**config.mk**
```make
export PLATFORM = sky130hd
export DESIGN_NAME = pdm_multi_channel
export DESIGN_NICKNAME = d
export VERILOG_FILES = /design/src/rtl/pdm_multi_channel_pkg.sv /design/src/rtl/pdm_multi_channel_channel.sv /design/src/rtl/pdm_multi_channel.sv
export SDC_FILE = /design/constraint.sdc
export NUM_CORES = 1
export LEC_CHECK = 0
export CORE_ASPECT_RATIO = 1.4
export CORE_MARGIN = 2
export CORE_UTILIZATION = 40
export CTS_CLUSTER_DIAMETER = 50
export DETAILED_ROUTE_END_ITERATION = 12
export PLACE_DENSITY = 0.65
export REMOVE_ABC_BUFFERS = 1
export SLEW_MARGIN = 40
export SYNTH_ARGS = -nofsm -noshare
export SYNTH_HDL_FRONTEND = slang
export SYNTH_HIERARCHICAL = 1
export SYNTH_SLANG_ARGS = --single-unit
```
**constraint.sdc**
```tcl
create_clock -name clk -period 2.5 [get_ports clk]
set_input_delay 0.75 -clock clk [delete_from_list [all_inputs] [get_ports clk]]
set_output_delay 0.75 -clock clk [all_outputs]
set_load 0.02 [all_outputs]
```
**src/rtl/pdm_multi_channel_pkg.sv**
```systemverilog
// -----------------------------------------------------------------------------
// pdm_pkg
// Shared definitions for the multi-channel pulse-density modulator:
//   - output mode encoding (sigma-delta vs. frame-aligned PWM)
//   - dither LFSR seed and Galois tap mask
//   - clog2_min1: channel-select width that never collapses to zero bits
// -----------------------------------------------------------------------------
package pdm_pkg;

  // Output mode encoding, as seen on mode_pwm / mode_q
  localparam logic MODE_PDM = 1'b0;
  localparam logic MODE_PWM = 1'b1;

  // 16-bit Galois LFSR, polynomial x^16 + x^14 + x^13 + x^11 + 1.
  // The register shifts right; when bit 0 falls out the tap mask is XORed in.
  localparam logic [15:0] LFSR_SEED = 16'hACE1;
  localparam logic [15:0] LFSR_TAPS = 16'hB400;

  // Number of bits needed to address n items, at least 1 so a
  // single-channel build still has a legal select port.
  function automatic int clog2_min1(input int n);
    int w;
    w = 1;
    while ((32'sd1 << w) < n) begin
      w = w + 1;
    end
    return w;
  endfunction

endpackage

```
**src/rtl/pdm_multi_channel_channel.sv**
```systemverilog
// -----------------------------------------------------------------------------
// pdm_channel
// One modulator channel: double-buffered density word (shadow -> active),
// pending flag, first-order sigma-delta accumulator and the output flop.
//
// Ports
//   clk        in  1      rising-edge clock
//   rst_n      in  1      asynchronous active-low reset
//   wr_hit     in  1      write strobe already decoded for this channel
//   wr_data    in  WIDTH  new density word
//   commit     in  1      frame boundary: move shadow to active if pending
//   frame_cnt  in  WIDTH  position inside the current frame
//   mode_q     in  1      frame-latched mode (MODE_PDM / MODE_PWM)
//   dither     in  2      [0] carry-in, [1] saturating decrement (0 when unused)
//   pdm_out    out 1      modulated bit, registered
//   pending    out 1      shadow holds a value not yet committed, registered
// -----------------------------------------------------------------------------
module pdm_channel
  import pdm_pkg::*;
#(
  parameter int WIDTH = 5
) (
  input  logic             clk,
  input  logic             rst_n,
  input  logic             wr_hit,
  input  logic [WIDTH-1:0] wr_data,
  input  logic             commit,
  input  logic [WIDTH-1:0] frame_cnt,
  input  logic             mode_q,
  input  logic [1:0]       dither,
  output logic             pdm_out,
  output logic             pending
);

  logic [WIDTH-1:0] shadow_r;
  logic [WIDTH-1:0] active_r;
  logic [WIDTH-1:0] acc_r;
  logic             pending_r;
  logic             pdm_out_r;
  logic [WIDTH:0]   sum_raw_s;
  logic [WIDTH:0]   sum_s;
  logic             pwm_bit_s;

  // Sigma-delta sum with optional dither; the decrement saturates at zero
  // so the carry can never be produced by an underflow.
  always_comb begin
    sum_raw_s = {1'b0, acc_r} + {1'b0, active_r} + {{WIDTH{1'b0}}, dither[0]};
    if (dither[1] && (sum_raw_s != {(WIDTH+1){1'b0}})) begin
      sum_s = sum_raw_s - {{WIDTH{1'b0}}, 1'b1};
    end else begin
      sum_s = sum_raw_s;
    end
    pwm_bit_s = (frame_cnt < active_r);
  end

  // Shadow buffer and pending flag; a write in the commit cycle wins, so the
  // freshly written word stays pending for the following boundary.
  always_ff @(posedge clk or negedge rst_n) begin
    if (!rst_n) begin
      shadow_r  <= {WIDTH{1'b0}};
      pending_r <= 1'b0;
    end else if (wr_hit) begin
      shadow_r  <= wr_data;
      pending_r <= 1'b1;
    end else if (commit) begin
      pending_r <= 1'b0;
    end
  end

  // Active word only changes at a frame boundary, taking the pre-write shadow.
  always_ff @(posedge clk or negedge rst_n) begin
    if (!rst_n) begin
      active_r <= {WIDTH{1'b0}};
    end else if (commit && pending_r) begin
      active_r <= shadow_r;
    end
  end

  // Accumulator runs in both modes and is never cleared, keeping the
  // sigma-delta phase continuous across commits and mode changes.
  always_ff @(posedge clk or negedge rst_n) begin
    if (!rst_n) begin
      acc_r <= {WIDTH{1'b0}};
    end else begin
      acc_r <= sum_s[WIDTH-1:0];
    end
  end

  // Output flop: carry of the accumulator or the frame-position compare.
  always_ff @(posedge clk or negedge rst_n) begin
    if (!rst_n) begin
      pdm_out_r <= 1'b0;
    end else begin
      case (mode_q)
        MODE_PDM: pdm_out_r <= sum_s[WIDTH];
        MODE_PWM: pdm_out_r <= pwm_bit_s;
        default:  pdm_out_r <= 1'b0;
      endcase
    end
  end

  assign pdm_out = pdm_out_r;
  assign pending = pending_r;

endmodule

```
**src/rtl/pdm_multi_channel.sv**
```systemverilog
// -----------------------------------------------------------------------------
// pdm_multi_channel
// Multi-channel pulse-density modulator. Each channel turns a WIDTH-bit
// density word into a 1-bit stream, either by first-order sigma-delta or by a
// frame-aligned compare (PWM). Density words are double-buffered and commit
// only at the last cycle of a 2**WIDTH-cycle frame, so no output glitches
// mid-frame.
//
// Build option: define PDM_DITHER_EN to add a 16-bit Galois LFSR whose two
// low bits dither every channel's sigma-delta sum (PWM path unaffected).
//
// Ports
//   clk          in  1         rising-edge clock
//   reset_n      in  1         asynchronous active-low reset
//   wr_en        in  1         write strobe, one cycle per write
//   wr_chan      in  CH_W      target channel; values >= CHANNELS ignored
//   wr_data      in  WIDTH     new density word
//   mode_pwm     in  1         0 = sigma-delta, 1 = PWM; latched at boundary
//   pdm_out      out CHANNELS  modulated outputs, registered
//   pending      out CHANNELS  shadow value not yet committed, per channel
//   frame_start  out 1         pulse in the first cycle of each frame
// -----------------------------------------------------------------------------
module pdm_multi_channel
  import pdm_pkg::*;
#(
  parameter int  WIDTH    = 5,
  parameter int  CHANNELS = 4,
  localparam int CH_W     = clog2_min1(CHANNELS)
) (
  input  logic                clk,
  input  logic                reset_n,
  input  logic                wr_en,
  input  logic [CH_W-1:0]     wr_chan,
  input  logic [WIDTH-1:0]    wr_data,
  input  logic                mode_pwm,
  output logic [CHANNELS-1:0] pdm_out,
  output logic [CHANNELS-1:0] pending,
  output logic                frame_start
);

  logic [WIDTH-1:0]    frame_cnt_r;
  logic                frame_start_r;
  logic                mode_q_r;
  logic                boundary_s;
  logic                in_range_s;
  logic [CHANNELS-1:0] wr_hit_s;
  logic [1:0]          dither_s;

  // Last cycle of the frame is the commit point.
  always_comb begin
    boundary_s = (frame_cnt_r == {WIDTH{1'b1}});
    in_range_s = (32'(wr_chan) < CHANNELS);
  end

  // One-hot write decode; out-of-range selects hit nothing.
  always_comb begin
    wr_hit_s = {CHANNELS{1'b0}};
    for (int c = 0; c < CHANNELS; c++) begin
      if (wr_en && in_range_s && (32'(wr_chan) == c)) begin
        wr_hit_s[c] = 1'b1;
      end else begin
        wr_hit_s[c] = 1'b0;
      end
    end
  end

  // Free-running frame counter.
  always_ff @(posedge clk or negedge reset_n) begin
    if (!reset_n) begin
      frame_cnt_r <= {WIDTH{1'b0}};
    end else begin
      frame_cnt_r <= frame_cnt_r + WIDTH'(1);
    end
  end

  // frame_start is registered off the boundary so it is high exactly while
  // frame_cnt is 0; mode is latched at the same boundary as the data commit.
  always_ff @(posedge clk or negedge reset_n) begin
    if (!reset_n) begin
      frame_start_r <= 1'b0;
      mode_q_r      <= MODE_PDM;
    end else begin
      frame_start_r <= boundary_s;
      if (boundary_s) begin
        mode_q_r <= mode_pwm;
      end
    end
  end

`ifdef PDM_DITHER_EN
  logic [15:0] lfsr_r;

  // Dither source; seeded rather than cleared so it can never lock up at 0.
  always_ff @(posedge clk or negedge reset_n) begin
    if (!reset_n) begin
      lfsr_r <= LFSR_SEED;
    end else if (lfsr_r[0]) begin
      lfsr_r <= {1'b0, lfsr_r[15:1]} ^ LFSR_TAPS;
    end else begin
      lfsr_r <= {1'b0, lfsr_r[15:1]};
    end
  end

  assign dither_s = lfsr_r[1:0];
`else
  assign dither_s = 2'b00;
`endif

  for (genvar g = 0; g < CHANNELS; g++) begin : g_chan
    pdm_channel #(
      .WIDTH(WIDTH)
    ) u_chan (
      .clk       (clk),
      .rst_n     (reset_n),
      .wr_hit    (wr_hit_s[g]),
      .wr_data   (wr_data),
      .commit    (boundary_s),
      .frame_cnt (frame_cnt_r),
      .mode_q    (mode_q_r),
      .dither    (dither_s),
      .pdm_out   (pdm_out[g]),
      .pending   (pending[g])
    );
  end

  assign frame_start = frame_start_r;

endmodule

```
Yosys cells after proc, flatten, opt, wreduce, memory -nomap -nowiden --
Index checks and enable logic that the tools add are counted. W data, S select, Z words.
Storage, ports and cells: register bits after elaboration 75, input bits 11, output and inout bits 9, logic and storage cells 63
Operators by class: $add $sub $neg 5, order comparisons 4, equality and inequality tests 4, muxes and demuxes 13, bitwise gates (word level) 1, reductions and logical operators 13
Operator list (number):
- $add A5 B5 Y6 | 4
- $lt A5 B5 Y1 | 4
- $mux W1 | 9
- $logic_and A1 B1 Y1 | 8
- $pmux W1 S2 | 4
- $reduce_bool A2 Y1 | 4
- $add A5 B1 Y5 const B | 1
- $eq A5 B5 Y1 const B | 1
- $eq A2 B2 Y1 const B | 2
- $eq A2 B1 Y1 const B | 1
- $logic_not A2 Y1 | 1
- $not A1 Y1 | 1

Logic depth before layout (Yosys ltp) --
Gate-level depths: netlist of the first run.
depth after elaboration 4, gate-level depth with buffers 9, mapped depth without buffers 9

By module --
Netlist of the first run, hierarchy kept.
By module, submodules not included:
- pdm_channel (g_chan[0].u_chan ...) | instances 2, cells each 90, area an instance 1092.3 um2, sequential area each 425.4 um2
- pdm_channel (g_chan[1].u_chan ...) | instances 2, cells each 97, area an instance 1037.2 um2, sequential area each 425.4 um2
- pdm_multi_channel | instances 1, cells each 22, area an instance 300.3 um2, sequential area each 175.2 um2

Worst setup path before layout of the first run --
OpenSTA, ideal clock, no wires.
path kind register to register, from register g_chan[0].u_chan.active_r[0], to register g_chan[0].u_chan.acc_r[4], library setup time 0.121 ns, arrival time 1.975 ns, required time 2.379 ns, setup slack 0.404 ns, stages on the path, launching flop included 8, buffers on the path 0, clock period less this slack 2.096 ns, cells stage by stage dfrtp_1 > fa_1 > fa_1 > a21o_1 > a21oi_2 > xor2_2 > a41o_1 > o21ai_1
On the way: cells in the longest elaborated chain, start to end 1
RTL lines:
- start: declaration | RTL line pdm_multi_channel_channel.sv:36 | logic [WIDTH-1:0] active_r;
- start signal: assignment | RTL line pdm_multi_channel_channel.sv:73 | active_r <= {WIDTH{1'b0}};
- start signal: assignment | RTL line pdm_multi_channel_channel.sv:75 | active_r <= shadow_r;
- $add A5 B5 Y6 | RTL line pdm_multi_channel_channel.sv:47 | sum_raw_s = {1'b0, acc_r} + {1'b0, active_r} + {{WIDTH{1'b0}}, dither[0]};
- named net g_chan[0].u_chan.sum_s[4] | RTL line pdm_multi_channel_channel.sv:41 | logic [WIDTH:0] sum_s;
- end signal: assignment | RTL line pdm_multi_channel_channel.sv:83 | acc_r <= {WIDTH{1'b0}};
- end signal: assignment | RTL line pdm_multi_channel_channel.sv:85 | acc_r <= sum_s[WIDTH-1:0];
- end: declaration | RTL line pdm_multi_channel_channel.sv:37 | logic [WIDTH-1:0] acc_r;
The timed path passes the listed nets, and every way through them passes these cells. A chain may end at the register's enable or synchronous reset.

Worst setup path after layout of the first run --
from register g_chan[2].u_chan.active_r[0], to register g_chan[2].u_chan.acc_r[4]
On the way: cells in the longest elaborated chain, start to end 1
RTL lines (RTL line):
- start: declaration | pdm_multi_channel_channel.sv:36
- start signal: assignment | pdm_multi_channel_channel.sv:73
- start signal: assignment | pdm_multi_channel_channel.sv:75
- $add A5 B5 Y6 | pdm_multi_channel_channel.sv:47
- named net g_chan[2].u_chan.sum_s[4] | pdm_multi_channel_channel.sv:41
- end signal: assignment | pdm_multi_channel_channel.sv:83
- end signal: assignment | pdm_multi_channel_channel.sv:85
- end: declaration | pdm_multi_channel_channel.sv:37
The timed path passes the listed nets, and every way through them passes these cells.

==> impl_metrics.csv, run 1 <==
group,metric,value,unit
outcome,status,"finished, final reports clean",
timing,drv_slew,0,
timing,setup_viol,0,
die,initial_core_util,40.6,%
place,io_buffers,19,
worst_setup_path,r2r-start,"g_chan[2].u_chan/active_r[0]$_DFFE_PN0P_",
clocking,cts_setup_buffers,0,
timing,hold_violations,0,
clocking,clk_pin_slew,0.06,ns
pwr,p_total,6.29,mW
global_route,track_usage,15.3,%
final_layout,multi_input_comb_area,0.00259,mm2
yosys,synth-adder-area-share,15.3,%
detailed_routing,ant_nets,0,
clocking,cts_sinks,75,
die,die_h,130,um
yosys,synth_cells,396,
worst_setup_path,crit_chain,"fa_1 -> fa_1 -> a21o_1 -> a21oi_2 -> xor2_2 -> a41o_1 -> o21ai_1",
detailed_routing,num_vias,3005,
timing,fin_ws,0.251,ns
timing,setup_tns,0,ns
timing,period_share,90.0,%
detailed_routing,dr.pass1.iters,4,
global_route,antenna_found_initial,0,
timing,fmax,445,MHz
final_layout,drive_gt1_share,21.6,%
job,cap_violations,0,
clocking,cts-root-buf,"clkbuf_16",
timing,min_period,2.25,ns
final_layout,register_area,0.00188,mm2
yosys,synth_top_family_by_area,"adder cells",
clocking,insertion_delay,0.33,ns
global_route,grt_pass1_wl,14.6,mm
clocking,hold_buffers,0,
yosys,synth_xor_area_share,4.45,%
die,core_region_area,0.0112,mm2
yosys,synth-edff-count,0,
global_route,grt-ovfl-total,0,
die,rows,46,
clocking,ctsLongestPathBuffers,2,
yosys,synth_warnings,6,
worst_setup_path,crit_slowest_cell,"fa_1",
final_layout,area_growth,16.3,%
die,ios,20,
yosys,synth-compound-area-share,12.7,%
yosys,synth.avg_cell_area,11.5,um2
yosys,synth_area,0.00456,mm2
clocking,cts_resized,0,
timing,rsz0062_at_grt,"false",
timing,skew,0.00651,ns
worst_setup_path,crit_top_cell,"fa_1",
final_layout,fillers,1048,
yosys,async_flop_share,100,%
yosys,ys_seq_elements,75,
final_layout,antenna_cells,0,
final_layout,final_core_util,47.2,%
detailed_routing,post_drt_via_cell_ratio,5.06,
worst_setup_path,cp-start-kind,"register",
yosys,synthMuxAreaShare,12.0,%
die,dieArea,0.0123,mm2
place,place_ws,0.267,ns
place,hpwlAfterDp,6.61,mm
worst_setup_path,criticalPathCategory,"reg2reg",
worst_setup_path,required,2.71,ns
global_route,grt_pass1_vias,3146,
place,routabilityCongestion,0.797,
pwr,power_leakage,2.46,nW
global_route,grt_max_degree,37,
detailed_routing,drtIter0Drc,81,
worst_setup_path,critPathMaxFanout,5,
worst_setup_path,cp_slowest_stage_delay,0.45,ns
worst_hold_path,hold_path_class,"in2async",
worst_setup_path,arrival,2.46,ns
pwr,p_per_area,1190,mW/mm2
yosys,synth_cell_types,50,
clocking,cts_buffers,9,
yosys,ys_seq_area_share,41.2,%
clocking,htree_num_levels,3,
yosys,synth_simple_gate_area_share,10.7,%
final_layout,fin_nets,507,
detailed_routing,wirelength,8.67,mm
clocking,cts_tree,"done",
pwr,ir_drop,378,uV
detailed_routing,drc,0,
detailed_routing,wl_per_cell,14.6,um
die,fp.dieW,94.2,um
worst_setup_path,startpoint,"g_chan[2].u_chan/active_r[0]$_DFFE_PN0P_",
worst_setup_path,end_kind,"register",
yosys,ys.flop_type,"dfrtp_1",
==> final cells by class <==
class	instances	share of cell area, %
repair buffers	25	4.62
well taps	144	3.40
clock buffers	10	4.32
multi-input cells	297	48.8
inverters	37	2.62
clock inverters	6	0.802
flip-flops and latches	75	35.4
==> synth_stat cells, types with 6 or more instances <==
library cell / n / area, um2
nand3_1: 8 / 40.0
o21ai_0: 12 / 60.1
a21oi_1: 16 / 80.1
mux2i_1: 8 / 80.1
ha_1: 43 / 538
dfrtp_1: 75 / 1880
a21o_1: 12 / 90.1
nand2_1: 25 / 93.8
xnor2_1: 7 / 61.3
a21oi_2: 6 / 52.6
inv_1: 37 / 139
fa_1: 8 / 160
mux2_2: 40 / 450
nor2_1: 7 / 26.3
==> where the power goes <==
part           leakage (nW)  internal, mW  switching [mW]
Combinational          1.47          1.48            1.86
Clock                 0.117         0.669           0.499
Sequential            0.879          1.58           0.204
==> registers in the layout, indices dropped and copies added (netlist names) <==
register	cells
g_chan.u_chan/pending	4
g_chan.u_chan/acc_r	20
g_chan.u_chan/pdm_out	4
frame_start	1
mode_q_r	1
g_chan.u_chan/active_r	20
frame_cnt_r	5
g_chan.u_chan/shadow_r	20
==> final timing paths <==
check                                                            to  slack [ns]  cells past startpoint
setup reg to reg                g_chan[2].u_chan/acc_r[4]$_DFF_PN0_        0.25                      7
hold / removal                   g_chan[3].u_chan/pdm_out$_DFF_PN0_        0.39                      1
min in group clk           g_chan[3].u_chan/active_r[1]$_DFFE_PN0P_        0.50                      1
setup / recovery                g_chan[2].u_chan/acc_r[4]$_DFF_PN0_        0.25                      7
max in group asynchronous  g_chan[0].u_chan/active_r[4]$_DFFE_PN0P_        1.59                      2
hold reg to reg            g_chan[3].u_chan/active_r[1]$_DFFE_PN0P_        0.50                      1
==> metal layers <==
metal  global-route usage [%]  vias up  share of wire, %  wire length, um
li1                         -     1488                 -                -
met1                     19.1     1468                45             3870
met2                     26.6       33                51             4460
met3                     1.67       16               1.5              131
met4                     6.91        0               2.4              211
met5                        0        -                 0                0
==> cells by family after synthesis <==
group	after synthesis
DFF	75
and+or+nand+nor	81
other	1
AOI/OAI and AO/OA	78
xor gates and xnor gates	18
muxes	49
adders and majority gates	51
buffers and inverters	43
==> metrics by stage <==
| step | instances | cell area [um2] | hold WS, ns |
|---|---|---|---|
| after floorplan | 409 | 4610 | 0.454 |
| after global placement | 578 | 5030 | 0.489 |
| after detailed placement | 578 | 5030 | 0.489 |
| after CTS | 594 | 5300 | 0.398 |
| after global routing | 594 | 5300 | 0.425 |
| final | 594 | 5300 | 0.386 |
==> cell usage in the layout, fill, tap and decap left out, types with 6 or more instances in the layout <==
| master | count |
|---|---|
| fa_1 | 8 |
| clkdlybuf4s50_1 | 18 |
| a21oi_1 | 16 |
| o21ai_0 | 12 |
| a21o_1 | 12 |
| a21oi_2 | 6 |
| ha_1 | 43 |
| nand2_1 | 25 |
| nor2_1 | 7 |
| mux2_2 | 40 |
| inv_1 | 37 |
| dfrtp_1 | 75 |
| nand3_1 | 8 |
| buf_4 | 6 |
| clkbuf_16 | 9 |
| xnor2_1 | 7 |
| conb_1 | 20 |
| mux2i_1 | 8 |
==> worst max-delay path: cells and delay by family (launching register included) <==
family | cells | cell delay, ns
xor gates and xnor gates | 1 | 0.24
AOI/OAI and AO/OA | 4 | 0.59
adders and majority gates | 2 | 0.90
DFF | 1 | 0.40
(Power assumes the default switching activity.)
==> run 2: changes to the inputs <==
==> constraint.sdc (replaced) <==
create_clock -name clk -period 2.7 [get_ports clk]
set_input_delay 0.81 -clock clk [delete_from_list [all_inputs] [get_ports clk]]
set_output_delay 0.81 -clock clk [all_outputs]
set_load 0.02 [all_outputs]
==> impl_metrics.csv, run 2 (synthesis results as in run 1) <==
group,metric,value,unit
place,postPlaceCellArea,0.00500,mm2
pwr,power_leakage,2.50,nW
pwr,p_comb_share,49.9,%
global_route,gr-usage-met1,20.0,%
global_route,grt_max_degree,40,
clocking,hold_buffers,0,
detailed_routing,wirelength,8.65,mm
worst_setup_path,critPathMaxFanout,5,
pwr,p_per_area,1150,mW/mm2
place,io_buffers,19,
global_route,track_usage,15.7,%
detailed_routing,num_vias,3012,
timing,skew,0.00323,ns
final_layout,final_common_cell,"dfrtp_1",
clocking,cts_tree,"done",
timing,tightest_slew,0.568,ns
final_layout,fin_nets,503,
die,core_region_area,0.0112,mm2
place,hpwlAfterDp,6.53,mm
worst_setup_path,path_buf_inv,0,
timing,fmax,445,MHz
timing,min_period,2.25,ns
worst_setup_path,crit_top_cell,"fa_1",
final_layout,drive_gt1_share,20.6,%
worst_setup_path,end_kind,"register",
worst_setup_path,r2r_slack,0.45,ns
detailed_routing,wl_per_cell,14.7,um
clocking,htree_num_levels,3,
timing,period_share,83.2,%
pwr,p_seq_share,26.7,%
timing,drv_slew,0,
timing,setup_viol,0,
detailed_routing,dr.pass1.iters,6,
worst_setup_path,cp-start-kind,"register",
clocking,clk_pin_slew,0.06,ns
place,place_ws,0.387,ns
global_route,grt_pass1_vias,3100,
worst_setup_path,required,2.91,ns
job,cap_violations,0,
die,dieArea,0.0123,mm2
final_layout,most-common-layout-cells,"75 x dfrtp_1, 43 x ha_1, 40 x mux2_2",
clocking,cts_buffers,9,
die,initial_core_util,40.6,%
place,routabilityCongestion,0.842,
pwr,switchingPower,2.33,mW
detailed_routing,ant_nets,0,
clocking,insertion_delay,0.33,ns
worst_setup_path,arrival,2.46,ns
die,die_h,130,um
global_route,use_met3,2.31,%
pwr,sw_frac_of_total,37.9,%
worst_setup_path,rr_worst_depth,7,
worst_setup_path,cp_slowest_stage_delay,0.45,ns
worst_setup_path,criticalPathCategory,"reg2reg",
clocking,cts_setup_buffers,0,
final_layout,fillers,1029,
worst_setup_path,crit_chain,"fa_1 -> fa_1 -> a21o_1 -> a21oi_2 -> xor2_2 -> a41o_1 -> o21ai_1",
detailed_routing,post_drt_via_cell_ratio,5.11,
worst_setup_path,r2r_end,"g_chan[0].u_chan/acc_r[4]$_DFF_PN0_",
die,rows,46,
worst_setup_path,r2r-start,"g_chan[0].u_chan/active_r[0]$_DFFE_PN0P_",
pwr,p_int,3.82,mW
worst_setup_path,crit_slowest_cell,"fa_1",
detailed_routing,drtIter0Drc,115,
timing,setup_tns,0,ns
global_route,grt-ovfl-total,0,
final_layout,area_growth,17.5,%
global_route,grt_pass1_wl,15.0,mm
clocking,ctsLongestPathBuffers,2,
detailed_routing,drc,0,
global_route,antenna_found_initial,0,
global_route,gr-usage-met2,27.0,%
global_route,grt.busiest_layer,"met2",
final_layout,reg_top3,"g_chan.u_chan/acc_r x20, g_chan.u_chan/active_r x20, g_chan.u_chan/shadow_r x20",
clocking,cts_sinks,75,
worst_hold_path,hold_path_class,"in2async",
clocking,cts-root-buf,"clkbuf_16",
timing,finalHoldWorstSlack,0.453,ns
clocking,cts_resized,0,
die,ios,20,
timing,fin_ws,0.454,ns
pwr,power.share.clock,23.4,%
pwr,ir_drop,385,uV
timing,rsz0062_at_grt,"false",
final_layout,final_area,0.00536,mm2
timing,hold_violations,0,
final_layout,antenna_cells,0,
timing,maxSlewHeadroom,62.0,%
die,fp.dieW,94.2,um
outcome,status,"finished, final reports clean",
worst_setup_path,crit_family,"adder cells",
-- run 2: changes by cell type in the layout (fill, tap and decap cells not counted) --
| cell | before | now |
|---|---|---|
| buf_4 | 6 | 2 |
| bufinv_16 | 0 | 4 |
| clkbuf_1 | 1 | 2 |
| clkinvlp_4 | 5 | 0 |
-- run 2: how the worst max path moves through the flow --
stage / end / from / cells past startpoint / slack (ns)
global route: g_chan[2].u_chan/acc_r[4]$_DFF_PN0_ / g_chan[2].u_chan/active_r[0]$_DFFE_PN0P_ / 7 / 0.31
finish: g_chan[0].u_chan/acc_r[4]$_DFF_PN0_ / g_chan[0].u_chan/active_r[0]$_DFFE_PN0P_ / 7 / 0.45
global placement: g_chan[2].u_chan/shadow_r[3]$_DFFE_PN0P_ / wr_chan[1] / 4 / 0.44
CTS: g_chan[0].u_chan/acc_r[4]$_DFF_PN0_ / g_chan[0].u_chan/active_r[0]$_DFFE_PN0P_ / 7 / 0.46
floorplan: g_chan[0].u_chan/acc_r[4]$_DFF_PN0_ / g_chan[0].u_chan/active_r[0]$_DFFE_PN0P_ / 7 / 0.60
detailed placement: g_chan[2].u_chan/shadow_r[4]$_DFFE_PN0P_ / wr_chan[1] / 4 / 0.39
-- run 2: power groups by stage --
stage | sequential (mW) | combinational (mW) | clock, mW
after global routing | 1.69 | 3.47 | 1.52
after global placement | 1.66 | 2.99 | 0
after CTS | 1.65 | 3.09 | 1.47
after detailed placement | 1.67 | 3.07 | 0
final | 1.64 | 3.07 | 1.44
after floorplan | 1.65 | 2.45 | 0
-- run 2: per-stage QoR --
stage / cells / util, % / power (mW)
floorplan: 409 / - / 4.09
global placement: 574 / 44.6 / 4.65
detailed placement: 574 / 44.6 / 4.74
CTS: 590 / 47.7 / 6.20
global route: 590 / 47.7 / 6.68
finish: 590 / 47.7 / 6.15
-- run 2: final cells by class --
type | count | area (um2) | area share (%)
clock buffer | 11 | 233 | 4.34
clock inverter | 5 | 125 | 2.33
inverter | 37 | 139 | 2.59
multi-input combinational | 297 | 2590 | 48.3
sequential | 75 | 1880 | 35.0
tap | 144 | 180 | 3.36
timing repair buffer | 21 | 215 | 4.02
-- run 2: metal layers --
metal  part of all wire [%]  wire length, um
met1                     44             3810
met2                     53             4550
met3                    1.9              168
met4                    1.4              120
met5                      0                0
-- run 2: worst register-to-register path: cells and delay by family, from the launching register on --
kind	cells	cell delay, ns
adders and majority gates	2	0.90
AOI/OAI and AO/OA	4	0.59
DFF	1	0.41
xor gates and xnor gates	1	0.25
==> run 3: changes to the inputs <==
==> constraint.sdc (replaced) <==
create_clock -name clk -period 2.3 [get_ports clk]
set_input_delay 0.69 -clock clk [delete_from_list [all_inputs] [get_ports clk]]
set_output_delay 0.69 -clock clk [all_outputs]
set_load 0.02 [all_outputs]
==> impl_metrics.csv, run 3 (synthesis results as in run 1) <==
group,metric,value,unit
global_route,track_usage,15.8,%
final_layout,area_growth,18.9,%
global_route,grt_pass1_vias,3178,
die,die_h,130,um
worst_setup_path,crit_family,"adder cells",
final_layout,drive_gt1_share,22.6,%
timing,skew,0.00264,ns
clocking,hold_buffers,0,
final_layout,antenna_cells,0,
timing,fmax,463,MHz
worst_setup_path,required,2.51,ns
final_layout,most-common-layout-cells,"75 x dfrtp_1, 43 x ha_1, 40 x mux2_2",
clocking,cts_sinks,75,
final_layout,reg_top3,"g_chan.u_chan/acc_r x20, g_chan.u_chan/active_r x20, g_chan.u_chan/shadow_r x20",
die,fp.dieW,94.2,um
clocking,cts-root-buf,"clkbuf_16",
timing,min_period,2.16,ns
timing,rsz0062_at_grt,"false",
detailed_routing,post_drt_via_cell_ratio,5.18,
die,rows,46,
worst_setup_path,end_kind,"register",
timing,setup_tns,0,ns
detailed_routing,wirelength,8.99,mm
clocking,cts_tree,"done",
detailed_routing,wl_per_cell,15.0,um
final_layout,final_cells,599,
clocking,ctsLongestPathBuffers,2,
worst_setup_path,cp_slowest_stage_delay,0.45,ns
timing,drv_slew,0,
place,hpwlAfterDp,6.62,mm
worst_setup_path,arrival,2.37,ns
timing,period_share,93.9,%
clocking,cts_buffers,9,
detailed_routing,drc,0,
worst_setup_path,cp-start-kind,"register",
global_route,grt_pass1_wl,15.0,mm
detailed_routing,dr.pass1.iters,4,
worst_setup_path,path_buf_inv,0,
global_route,grt-ovfl-total,0,
die,core_region_area,0.0112,mm2
final_layout,fin_nets,513,
detailed_routing,ant_nets,0,
clocking,htree_num_levels,3,
detailed_routing,drtIter0Drc,123,
final_layout,fillers,1010,
global_route,antenna_found_initial,0,
die,dieArea,0.0123,mm2
die,initial_core_util,40.6,%
worst_setup_path,crit_slowest_cell,"fa_1",
final_layout,final_common_cell,"dfrtp_1",
place,routabilityCongestion,0.812,
worst_hold_path,hold_path_class,"in2async",
pwr,power_leakage,2.54,nW
outcome,status,"finished, final reports clean",
timing,setup_viol,0,
timing,hold_violations,0,
detailed_routing,num_vias,3104,
timing,finalHoldWorstSlack,0.359,ns
clocking,insertion_delay,0.33,ns
clocking,clk_pin_slew,0.06,ns
pwr,ir_drop,440,uV
worst_setup_path,crit_chain,"fa_1 -> fa_1 -> a21o_1 -> a21oi_2 -> xor2_2 -> a41o_1 -> o21ai_1",
job,cap_violations,0,
place,io_buffers,19,
global_route,grt_max_degree,76,
worst_setup_path,critPathMaxFanout,3,
worst_setup_path,criticalPathCategory,"reg2reg",
place,place_inst,584,
worst_setup_path,crit_top_cell,"fa_1",
pwr,p_per_area,1370,mW/mm2
die,ios,20,
-- run 3: layout make-up --
| type | count | area, um2 | area share, % |
|---|---|---|---|
| Multi-Input combinational cell | 297 | 2590 | 47.8 |
| Sequential cell | 75 | 1880 | 34.6 |
| Timing Repair Buffer | 31 | 290 | 5.36 |
| Clock buffer | 11 | 243 | 4.48 |
| Tap cell | 144 | 180 | 3.32 |
| Inverter | 37 | 139 | 2.56 |
| Clock inverter | 4 | 98.8 | 1.82 |
-- run 3: path summary, 6_finish.rpt --
kind / endpoint / slack [ns] / from / cells past startpoint
worst max register to register: g_chan[0].u_chan/acc_r[4]$_DFF_PN0_ / 0.14 / g_chan[0].u_chan/active_r[0]$_DFFE_PN0P_ / 7
min in group clk: g_chan[3].u_chan/active_r[2]$_DFFE_PN0P_ / 0.50 / g_chan[3].u_chan/shadow_r[2]$_DFFE_PN0P_ / 1
worst min-delay path: g_chan[2].u_chan/acc_r[4]$_DFF_PN0_ / 0.36 / reset_n / 2
max in group asynchronous: g_chan[0].u_chan/acc_r[2]$_DFF_PN0_ / 1.60 / reset_n / 2
worst min register to register: g_chan[3].u_chan/active_r[2]$_DFFE_PN0P_ / 0.50 / g_chan[3].u_chan/shadow_r[2]$_DFFE_PN0P_ / 1
worst max-delay path: g_chan[0].u_chan/acc_r[4]$_DFF_PN0_ / 0.14 / g_chan[0].u_chan/active_r[0]$_DFFE_PN0P_ / 7
-- run 3: stage by stage --
stage / instance area [um2] / setup WS (ns) / power [mW] / utilization, %
after floorplan: 4610 / 0.204 / 4.80 / -
after global placement: 5080 / 0.165 / 5.63 / 45.2
after detailed placement: 5080 / 0.119 / 5.80 / 45.2
after CTS: 5420 / 0.0919 / 7.46 / 48.3
after global routing: 5420 / 0.0302 / 8.03 / 48.3
final: 5420 / 0.140 / 7.43 / 48.3
-- run 3: what timing repair did --
| item | CTS | global route |
|---|---|---|
| buffers inserted | 0 | 0 |
| endpoints found under the setup margin | 0 | 1 |
| resized for setup | 0 | 1 |
-- run 3: metal layers --
metal | global-route usage, % | share of wire [%] | up-vias
met1 | 19.7 | 43 | 1546
met3 | 2.83 | 2.4 | 11
met5 | 0 | 0 | -
li1 | - | - | 1501
met2 | 27.5 | 52 | 46
met4 | 5.46 | 1.9 | 0
-- run 3: power breakdown --
group          internal, mW  total [mW]  switching [mW]
Clock                  1.09        1.62           0.535
Sequential             1.71        1.93           0.219
Combinational          1.78        3.87            2.09
